## config.mk

```make
export PLATFORM = sky130hd
export DESIGN_NAME = uart_rx_frame
export DESIGN_NICKNAME = d
export VERILOG_FILES = /design/src/rtl/uart_pkg.sv /design/src/rtl/sync_2ff.sv /design/src/rtl/uart_rx_frame.sv
export SDC_FILE = /design/constraint.sdc
export NUM_CORES = 1
export LEC_CHECK = 0
export ABC_CLOCK_PERIOD_IN_PS = 2050
export CAP_MARGIN = 20
export CELL_PAD_IN_SITES_DETAIL_PLACEMENT = 1
export CELL_PAD_IN_SITES_GLOBAL_PLACEMENT = 2
export CORE_MARGIN = 10
export CORE_UTILIZATION = 39
export DETAILED_ROUTE_END_ITERATION = 12
export GPL_TIMING_DRIVEN = 0
export HOLD_SLACK_MARGIN = 0.06
export PLACE_DENSITY_LB_ADDON = 0.1
export SKIP_CTS_REPAIR_TIMING = 1
export SLEW_MARGIN = 25
export SYNTH_ARGS = -nofsm -noshare
export SYNTH_HDL_FRONTEND = slang
export SYNTH_SLANG_ARGS = --single-unit
```

## constraint.sdc

```tcl
create_clock -name clk_in -period 2.05 [get_ports clk_in]
set_input_delay 0.41 -clock clk_in [delete_from_list [all_inputs] [get_ports clk_in]]
set_output_delay 0.41 -clock clk_in [all_outputs]
set_load 0.01 [all_outputs]
```

## src/rtl/uart_pkg.sv

```systemverilog
// Shared UART types: parity selection, receiver state encoding and a 2-of-3 vote helper.
package uart_pkg;

  typedef enum logic [1:0] {
    PAR_NONE = 2'd0,
    PAR_EVEN = 2'd1,
    PAR_ODD  = 2'd2
  } parity_mode_t;

  typedef enum logic [2:0] {
    IDLE   = 3'd0,
    START  = 3'd1,
    DATA   = 3'd2,
    PARITY = 3'd3,
    STOP   = 3'd4
  } rx_state_t;

  function automatic logic maj3(input logic a, input logic b, input logic c);
    return (a & b) | (a & c) | (b & c);
  endfunction

endpackage

```

## src/rtl/sync_2ff.sv

```systemverilog
// Two-flop synchroniser for asynchronous pin inputs; RESET_VAL is the level held through reset.
module sync_2ff #(
  parameter logic RESET_VAL = 1'b0
) (
  input  logic clk_in,
  input  logic rst_n_in,
  input  logic d,
  output logic q
);

  logic meta;

  always_ff @(posedge clk_in or negedge rst_n_in) begin
    if (!rst_n_in) begin
      meta <= RESET_VAL;
      q    <= RESET_VAL;
    end else begin
      meta <= d;
      q    <= meta;
    end
  end

endmodule

```

## src/rtl/uart_rx_frame.sv

```systemverilog
// Parametrised UART frame receiver with start-glitch rejection, optional parity and 1/2 stop bits.
// Define UART_RX_MAJORITY_EN to take a 2-of-3 vote around every sample point.
//
// state  | meaning
// IDLE   | line idle; waits for a falling edge once the line has been seen high (armed)
// START  | verifies the start bit at its mid-point; a high sample is a glitch
// DATA   | samples DATA_SIZE bits, LSB first
// PARITY | samples the parity bit and compares against the received data
// STOP   | samples STOP_BITS stop bits; the last one completes the frame
module uart_rx_frame
  import uart_pkg::*;
#(
  parameter int CLK_BAUD_RATIO = 25,
  parameter int DATA_SIZE      = 8,
  parameter int PARITY_MODE    = 0,
  parameter int STOP_BITS      = 1
) (
  input  logic                 clk_in,
  input  logic                 rst_n_in,
  input  logic                 rx_in,
  output logic [DATA_SIZE-1:0] data_out,
  output logic                 valid_out,
  output logic                 busy_out,
  output logic                 parity_err_out,
  output logic                 frame_err_out
);

  localparam int HALF = CLK_BAUD_RATIO / 2;
  localparam int CW   = $clog2(CLK_BAUD_RATIO);
  localparam int IW   = $clog2(DATA_SIZE);
  localparam logic [CW-1:0] TGT_START = CW'(HALF - 1);
  localparam logic [CW-1:0] TGT_BIT   = CW'(CLK_BAUD_RATIO - 1);
  localparam logic [IW-1:0] LAST_IDX  = IW'(DATA_SIZE - 1);
  localparam logic PAR_EN    = (PARITY_MODE != int'(PAR_NONE));
  localparam logic PAR_INV   = (PARITY_MODE == int'(PAR_ODD));
  localparam logic LAST_STOP = (STOP_BITS == 2);

  rx_state_t state, state_nxt;
  logic [CW-1:0] cnt, tgt;
  logic [IW-1:0] bit_idx;
  logic [DATA_SIZE-1:0] shift;
  logic rx_s, armed, perr, ferr, stop_idx;
  logic at_tgt, smp_evt, smp_bit, start_det;

  sync_2ff #(.RESET_VAL(1'b1)) u_sync (
    .clk_in  (clk_in),
    .rst_n_in(rst_n_in),
    .d       (rx_in),
    .q       (rx_s)
  );

  assign tgt       = (state == START) ? TGT_START : TGT_BIT;
  assign at_tgt    = (state != IDLE) && (cnt == tgt);
  assign start_det = (state == IDLE) && armed && !rx_s;

`ifdef UART_RX_MAJORITY_EN
  // The counter still wraps at target; the vote resolves one cycle later, keeping bit periods intact.
  logic s_early, s_tgt, pend;

  always_ff @(posedge clk_in or negedge rst_n_in) begin
    if (!rst_n_in) begin
      s_early <= 1'b1;
      s_tgt   <= 1'b1;
      pend    <= 1'b0;
    end else begin
      pend <= at_tgt;
      if ((state != IDLE) && (cnt == tgt - CW'(1))) s_early <= rx_s;
      if (at_tgt) s_tgt <= rx_s;
    end
  end

  assign smp_evt = pend;
  assign smp_bit = maj3(s_early, s_tgt, rx_s);
`else
  assign smp_evt = at_tgt;
  assign smp_bit = rx_s;
`endif

  always_ff @(posedge clk_in or negedge rst_n_in) begin
    if (!rst_n_in) state <= IDLE;
    else           state <= state_nxt;
  end

  always_comb begin
    state_nxt = state;
    unique case (state)
      IDLE:    if (start_det) state_nxt = START;
      START:   if (smp_evt) state_nxt = smp_bit ? IDLE : DATA;
      DATA:    if (smp_evt && (bit_idx == LAST_IDX)) state_nxt = PAR_EN ? PARITY : STOP;
      PARITY:  if (smp_evt) state_nxt = STOP;
      STOP:    if (smp_evt && (stop_idx == LAST_STOP)) state_nxt = IDLE;
      default: state_nxt = IDLE;
    endcase
  end

  always_ff @(posedge clk_in or negedge rst_n_in) begin
    if (!rst_n_in) cnt <= '0;
    else if ((state == IDLE) || at_tgt) cnt <= '0;
    else cnt <= cnt + CW'(1);
  end

  always_ff @(posedge clk_in or negedge rst_n_in) begin
    if (!rst_n_in) begin
      data_out       <= '0;
      valid_out      <= 1'b0;
      busy_out       <= 1'b0;
      parity_err_out <= 1'b0;
      frame_err_out  <= 1'b0;
      shift          <= '0;
      bit_idx        <= '0;
      stop_idx       <= 1'b0;
      perr           <= 1'b0;
      ferr           <= 1'b0;
      armed          <= 1'b0;
    end else begin
      valid_out <= 1'b0;
      unique case (state)
        IDLE: begin
          if (rx_s) armed <= 1'b1;
          if (start_det) busy_out <= 1'b1;
        end
        START: begin
          if (smp_evt) begin
            if (smp_bit) begin
              busy_out <= 1'b0;
            end else begin
              bit_idx  <= '0;
              stop_idx <= 1'b0;
              perr     <= 1'b0;
              ferr     <= 1'b0;
            end
          end
        end
        DATA: begin
          if (smp_evt) begin
            shift[bit_idx] <= smp_bit;
            bit_idx        <= bit_idx + IW'(1);
          end
        end
        PARITY: begin
          if (smp_evt) perr <= smp_bit ^ (^shift) ^ PAR_INV;
        end
        STOP: begin
          if (smp_evt) begin
            if (stop_idx == LAST_STOP) begin
              data_out       <= shift;
              parity_err_out <= perr;
              frame_err_out  <= ferr | ~smp_bit;
              valid_out      <= 1'b1;
              busy_out       <= 1'b0;
              // A low final stop (break) must see the line return high before re-arming.
              armed          <= smp_bit;
            end else begin
              ferr     <= ferr | ~smp_bit;
              stop_idx <= 1'b1;
            end
          end
        end
        default: ;
      endcase
    end
  end

endmodule

```

==> results of run 1 <==
final cells by class:
class | instances | area, sq um
Buffer | 8 | 46.3
Clock buffer | 5 | 68.8
Clock inverter | 3 | 42.5
Fill cell | 480 | 2250
Inverter | 4 | 15.0
Multi-Input combinational cell | 100 | 855
Sequential cell | 36 | 903
Tap cell | 52 | 65.1
Timing Repair Buffer | 16 | 173
metrics by stage:
stage	total power [mW]	hold slack [ns]	instances
after floorplan	1.21	0.114	148
after global placement	1.34	0.349	214
after detailed placement	1.37	0.352	215
after CTS	2.00	0.0530	223
after global routing	2.16	0.368	224
final	2.02	0.360	224
power breakdown:
group	internal (mW)	switching (mW)	total [mW]
combinational	0.226	0.321	0.547
clock	0.360	0.258	0.617
sequential	0.788	0.0701	0.859
total	1.37	0.649	2.02
worst max-delay path: cells and delay by family, from the launching register on:
family / cells / cell delay [ns]
flip-flops: 1 / 0.49
buffers and inverters: 1 / 0.20
AND/OR/NAND/NOR: 2 / 0.44
multiplexers: 2 / 0.66
cells by family (layout without fill, tap and decap cells):
logic type / count (synthesis) / after routing / synth area share
adder cells (fa/ha/maj): 3 / 3 / 0.0210
multiplexers: 23 / 23 / 0.163
flip-flops: 36 / 36 / 0.504
XOR/XNOR: 10 / 10 / 0.0566
AO/OA/AOI/OAI: 17 / 17 / 0.0622
buffers and inverters: 12 / 36 / 0.0335
AND/OR/NAND/NOR: 47 / 47 / 0.160
flip-flops by register name (all words and copies together), names as in the netlist:
signal	cells
bit_idx	3
perr	1
data_out	8
cnt	5
ferr	1
u_sync.q	1
u_sync.meta	1
armed	1
state	3
shift	8
parity_err_out	1
valid_out	1
busy_out	1
frame_err_out	1
layer usage:
metal	track usage	up-vias
li1	-	584
met1	0.144	604
met2	0.169	15
met3	0.0371	7
met4	0.0435	0
met5	0	-
synth_stat cells (4+ instances only):
cell       n  area, sq um
mux2_1     5         56.3
clkbuf_1   5         18.8
nand4_1   10         62.6
nor3b_1    5         37.5
xnor2_1    5         43.8
xor2_1     4         35.0
o21ai_0    7         35.0
inv_1      4         15.0
dfrtp_1   34          851
mux2_2     5         56.3
nand3_1    4         20.0
nor2_1     8         30.0
mux2_4     9          135
path summary, 6_finish.rpt:
kind,cells after the start,slack (ns),start,endpoint
max reg2reg,5,0.14,state[2],parity_err_out
min reg2reg,0,0.36,u_sync.meta,u_sync.q
min,0,0.36,u_sync.meta,u_sync.q
max in group asynchronous,3,1.04,rst_n_in,perr
min in group asynchronous,2,0.58,rst_n_in,state[1]
max,5,0.14,state[2],parity_err_out
==> results.cfg, run 1 <==
[yosys]
ys_warn_count = 0
syn_inst = 148
ys_ff_latch = 36
ys_seq_area_frac = 0.504
ys.flop_type = dfrtp_1
synth_edf_count = 0
syn_avg_cell_area_sq_um = 12.1
asyncSetResetFlopFracSynth = 1.00
syn_nets = 154
synth_area_sq_um = 1790
synth_cell_types = 39

[routing]
wl_met1_microns = 1750
vias_per_cell = 5.40
top_layer = met4
wl_microns = 3800
wl_met2_microns = 1820
wl_met3_microns = 170
vias = 1210
drc = 0
dr.pass1.iters = 4
routedWlPerCell_microns = 16.9
postRouteAntennaNets = 0
dr.first_iter.drc_count = 20

[die]
start_util = 0.406
fp-row-count = 24
fp.dieH_microns = 87.8
ioPinCount = 15
core-area_sq_um = 4410
dieWidth_microns = 87.8
dieArea_sq_um = 7710

[global_route]
grt_overflow_total = 0
grt_max_degree = 22
antenna_found_initial = 0
grt_pass1_vias = 1344
grt_pass1_wl_microns = 6700
grt_usage = 0.112

[timing]
setup_viol = 0
max_freq_ghz = 0.523
min_period_over_period = 0.933
tns_ns = 0
max_slew_margin = 0.697
maxSlewViolCount = 0
finalWorstSetupSlack_ns = 0.137
finalCriticalPeriod_ns = 1.91
hold_viol = 0
worst_pin_slew_ns = 0.454
rsz0062_at_grt = false
clock_skew_ns = 0.00498

[finish]
layout_commonest_cell = dfrtp_1
n_antenna_cell = 0
fin_nets = 177
layout.cells.most_common_list = dfrtp_1, clkdlybuf4s50_1, nand4_1
fin_util = 0.491
stdcell_area_sq_um = 2170
drive_above_1_share = 0.192
syn_to_final_growth_pct = 21.0

[setup_path]
crit_arrival_ns = 2.09
cp.required_ns = 2.22
crit_chain = nor3b_4 > mux2i_4 > nand3_2 > buf_6 > mux2_4
critPathMaxStageDelay_ns = 0.49
worst_setup_path_start_kind = flip-flop
worstSetupEndpointType = flip-flop
setup.worst_path.class = flip-flop to flip-flop
path_max_fanout = 10
cp_slowest_cell = dfrtp_1

[power]
p_per_area_nw_per_um2 = 933
power.leakage_nw = 0.995
ir_drop_v = 0.000472

[placement]
preCtsSetupSlack_ns = -0.0198
placed_area_sq_um = 2020
dpl.hpwl_microns = 2810
port_buffers = 14
place_congestion = 0.761

[run_status]
run_status = finished clean

[clock_tree]
ctsLongestPathBuffers = 2
clk_latency_ns = 0.29
h-tree-depth = 2
cts_tree = built
root_buffer = clkbuf_8
path_clk_slew_ns = 0.07
clock_sink_count = 36
cts_inserted_buffers = 5

[run]
max_cap_violations = 0

[hold_path]
min_path_type = flip-flop to flip-flop
Note: power is estimated with default switching activity, not from simulation.
==> inputs of run 2 (changes only) <==
--- a/config.mk
+++ b/config.mk
@@ -9,7 +9,7 @@
 export CAP_MARGIN = 20
 export CELL_PAD_IN_SITES_DETAIL_PLACEMENT = 1
 export CELL_PAD_IN_SITES_GLOBAL_PLACEMENT = 2
-export CORE_MARGIN = 10
+export CORE_MARGIN = 2
 export CORE_UTILIZATION = 39
 export DETAILED_ROUTE_END_ITERATION = 12
 export GPL_TIMING_DRIVEN = 0
==> run 2 against run 1 <==
Worst setup slack got worse by 0.054 ns; fmax decreased by 2.8%; critical path depth unchanged; largest cell class unchanged; cell count decreased by 0.45%; core utilization decreased by 0.52 points; sequential cell count unchanged.
==> results.cfg, run 2 (synthesized netlist as in run 1, its figures left out) <==
[placement]
preCtsSetupSlack_ns = -0.0368
dpl.hpwl_microns = 2690
place_congestion = 0.737
port_buffers = 14

[die]
ioPinCount = 15
dieArea_sq_um = 5150
dieWidth_microns = 71.8
core-area_sq_um = 4380
start_util = 0.409
fp-row-count = 24
fp.dieH_microns = 71.8

[setup_path]
r2r-start = state[2]
worst_setup_path_start_kind = flip-flop
r2r_cells = 5
worst-path-buf-inv = 1
setup.worst_path.class = flip-flop to flip-flop
crit_family = multiplexers
r2r-end = data_out[7]
cp_slowest_cell = dfrtp_1
path_max_fanout = 10
timing.reg2reg.setup_slack_ns = 0.08
crit_arrival_ns = 2.13
worstSetupEndpointType = flip-flop
cp.required_ns = 2.22
crit_chain = nor3b_2 > mux2i_4 > nand3_2 > buf_6 > mux2_4
critPathMaxStageDelay_ns = 0.49

[timing]
finalCriticalPeriod_ns = 1.97
clock_skew_ns = 0.00440
min_period_over_period = 0.960
worst_pin_slew_ns = 0.441
finalWorstSetupSlack_ns = 0.0830
setup_viol = 0
max_slew_margin = 0.706
max_freq_ghz = 0.508
hold_viol = 0
tns_ns = 0
maxSlewViolCount = 0

[run_status]
run_status = finished clean

[routing]
vias_per_cell = 5.37
postRouteAntennaNets = 0
drc = 0
wl_microns = 3630
dr.first_iter.drc_count = 61
routedWlPerCell_microns = 16.3
dr.pass1.iters = 4
vias = 1198

[power]
ir_drop_v = 0.000425
power_mw = 1.90
p_per_area_nw_per_um2 = 893
power.leakage_nw = 0.979

[finish]
n_antenna_cell = 0
drive_above_1_share = 0.181
reg.largest.list = data_out: 8 flops, shift: 8 flops, cnt: 5 flops
fin_nets = 176
layout.cells.most_common_list = dfrtp_1, clkdlybuf4s50_1, nand4_1
syn_to_final_growth_pct = 18.9
fillers = 477
layout_commonest_cell = dfrtp_1

[global_route]
antenna_found_initial = 0
grt_overflow_total = 0
grt_max_degree = 22
grt_usage = 0.166
grt_pass1_vias = 1334
grt_pass1_wl_microns = 6580

[clock_tree]
path_clk_slew_ns = 0.07
ctsLongestPathBuffers = 2
root_buffer = clkbuf_8
h-tree-depth = 2
cts_inserted_buffers = 5
cts_tree = built
clk_latency_ns = 0.28
clock_sink_count = 36

[run]
max_cap_violations = 0

[hold_path]
min_path_type = input port to async pin
[run 2: worst max-delay path by stage]
stage	start	end	slack [ns]	cells past startpoint
2_1_floorplan	state[2]	data_out[0]	0.22	5
5_1_grt	state[2]	shift[3]	-0.02	5
3_3_place_gp	rst_n_in	data_out[4]	-0.23	1
3_5_place_dp	state[2]	data_out[7]	-0.04	5
6_report	state[2]	data_out[7]	0.08	5
4_1_cts	state[2]	data_out[7]	-0.06	5
[run 2: where the power goes]
group / switching (mW) / total [mW] / internal [mW]
Clock: 0.236 / 0.510 / 0.274
Sequential: 0.0709 / 0.860 / 0.789
Combinational: 0.319 / 0.534 / 0.215
Total: 0.626 / 1.90 / 1.28
[run 2: area by class of cell]
| class | instances | area [sq um] | area share |
|---|---|---|---|
| sequential | 36 | 903 | 0.424 |
| multi-input combinational | 100 | 848 | 0.398 |
| timing repair buffer | 15 | 163 | 0.0763 |
| clock buffer | 8 | 90.1 | 0.0423 |
| tap | 52 | 65.1 | 0.0305 |
| buffer | 8 | 46.3 | 0.0217 |
| inverter | 4 | 15.0 | 0.00705 |
[run 2: metrics by stage]
step | instances | utilization | cell area [sq um] | hold WS, ns
final | 223 | 0.486 | 2130 | 0.0547
after CTS | 223 | 0.481 | 2110 | 0.0620
after global placement | 214 | 0.455 | 2000 | 0.349
after detailed placement | 215 | 0.461 | 2020 | 0.352
after global routing | 223 | 0.486 | 2130 | 0.0704
after floorplan | 148 | - | 1790 | 0.114
[run 2: routing by layer]
layer,part of all wire,GRT usage,vias to the layer above
li1,-,-,577
met1,0.49,0.226,593
met2,0.47,0.261,20
met3,0.025,0.0338,8
met4,0.017,0.0629,0
met5,0,0,-
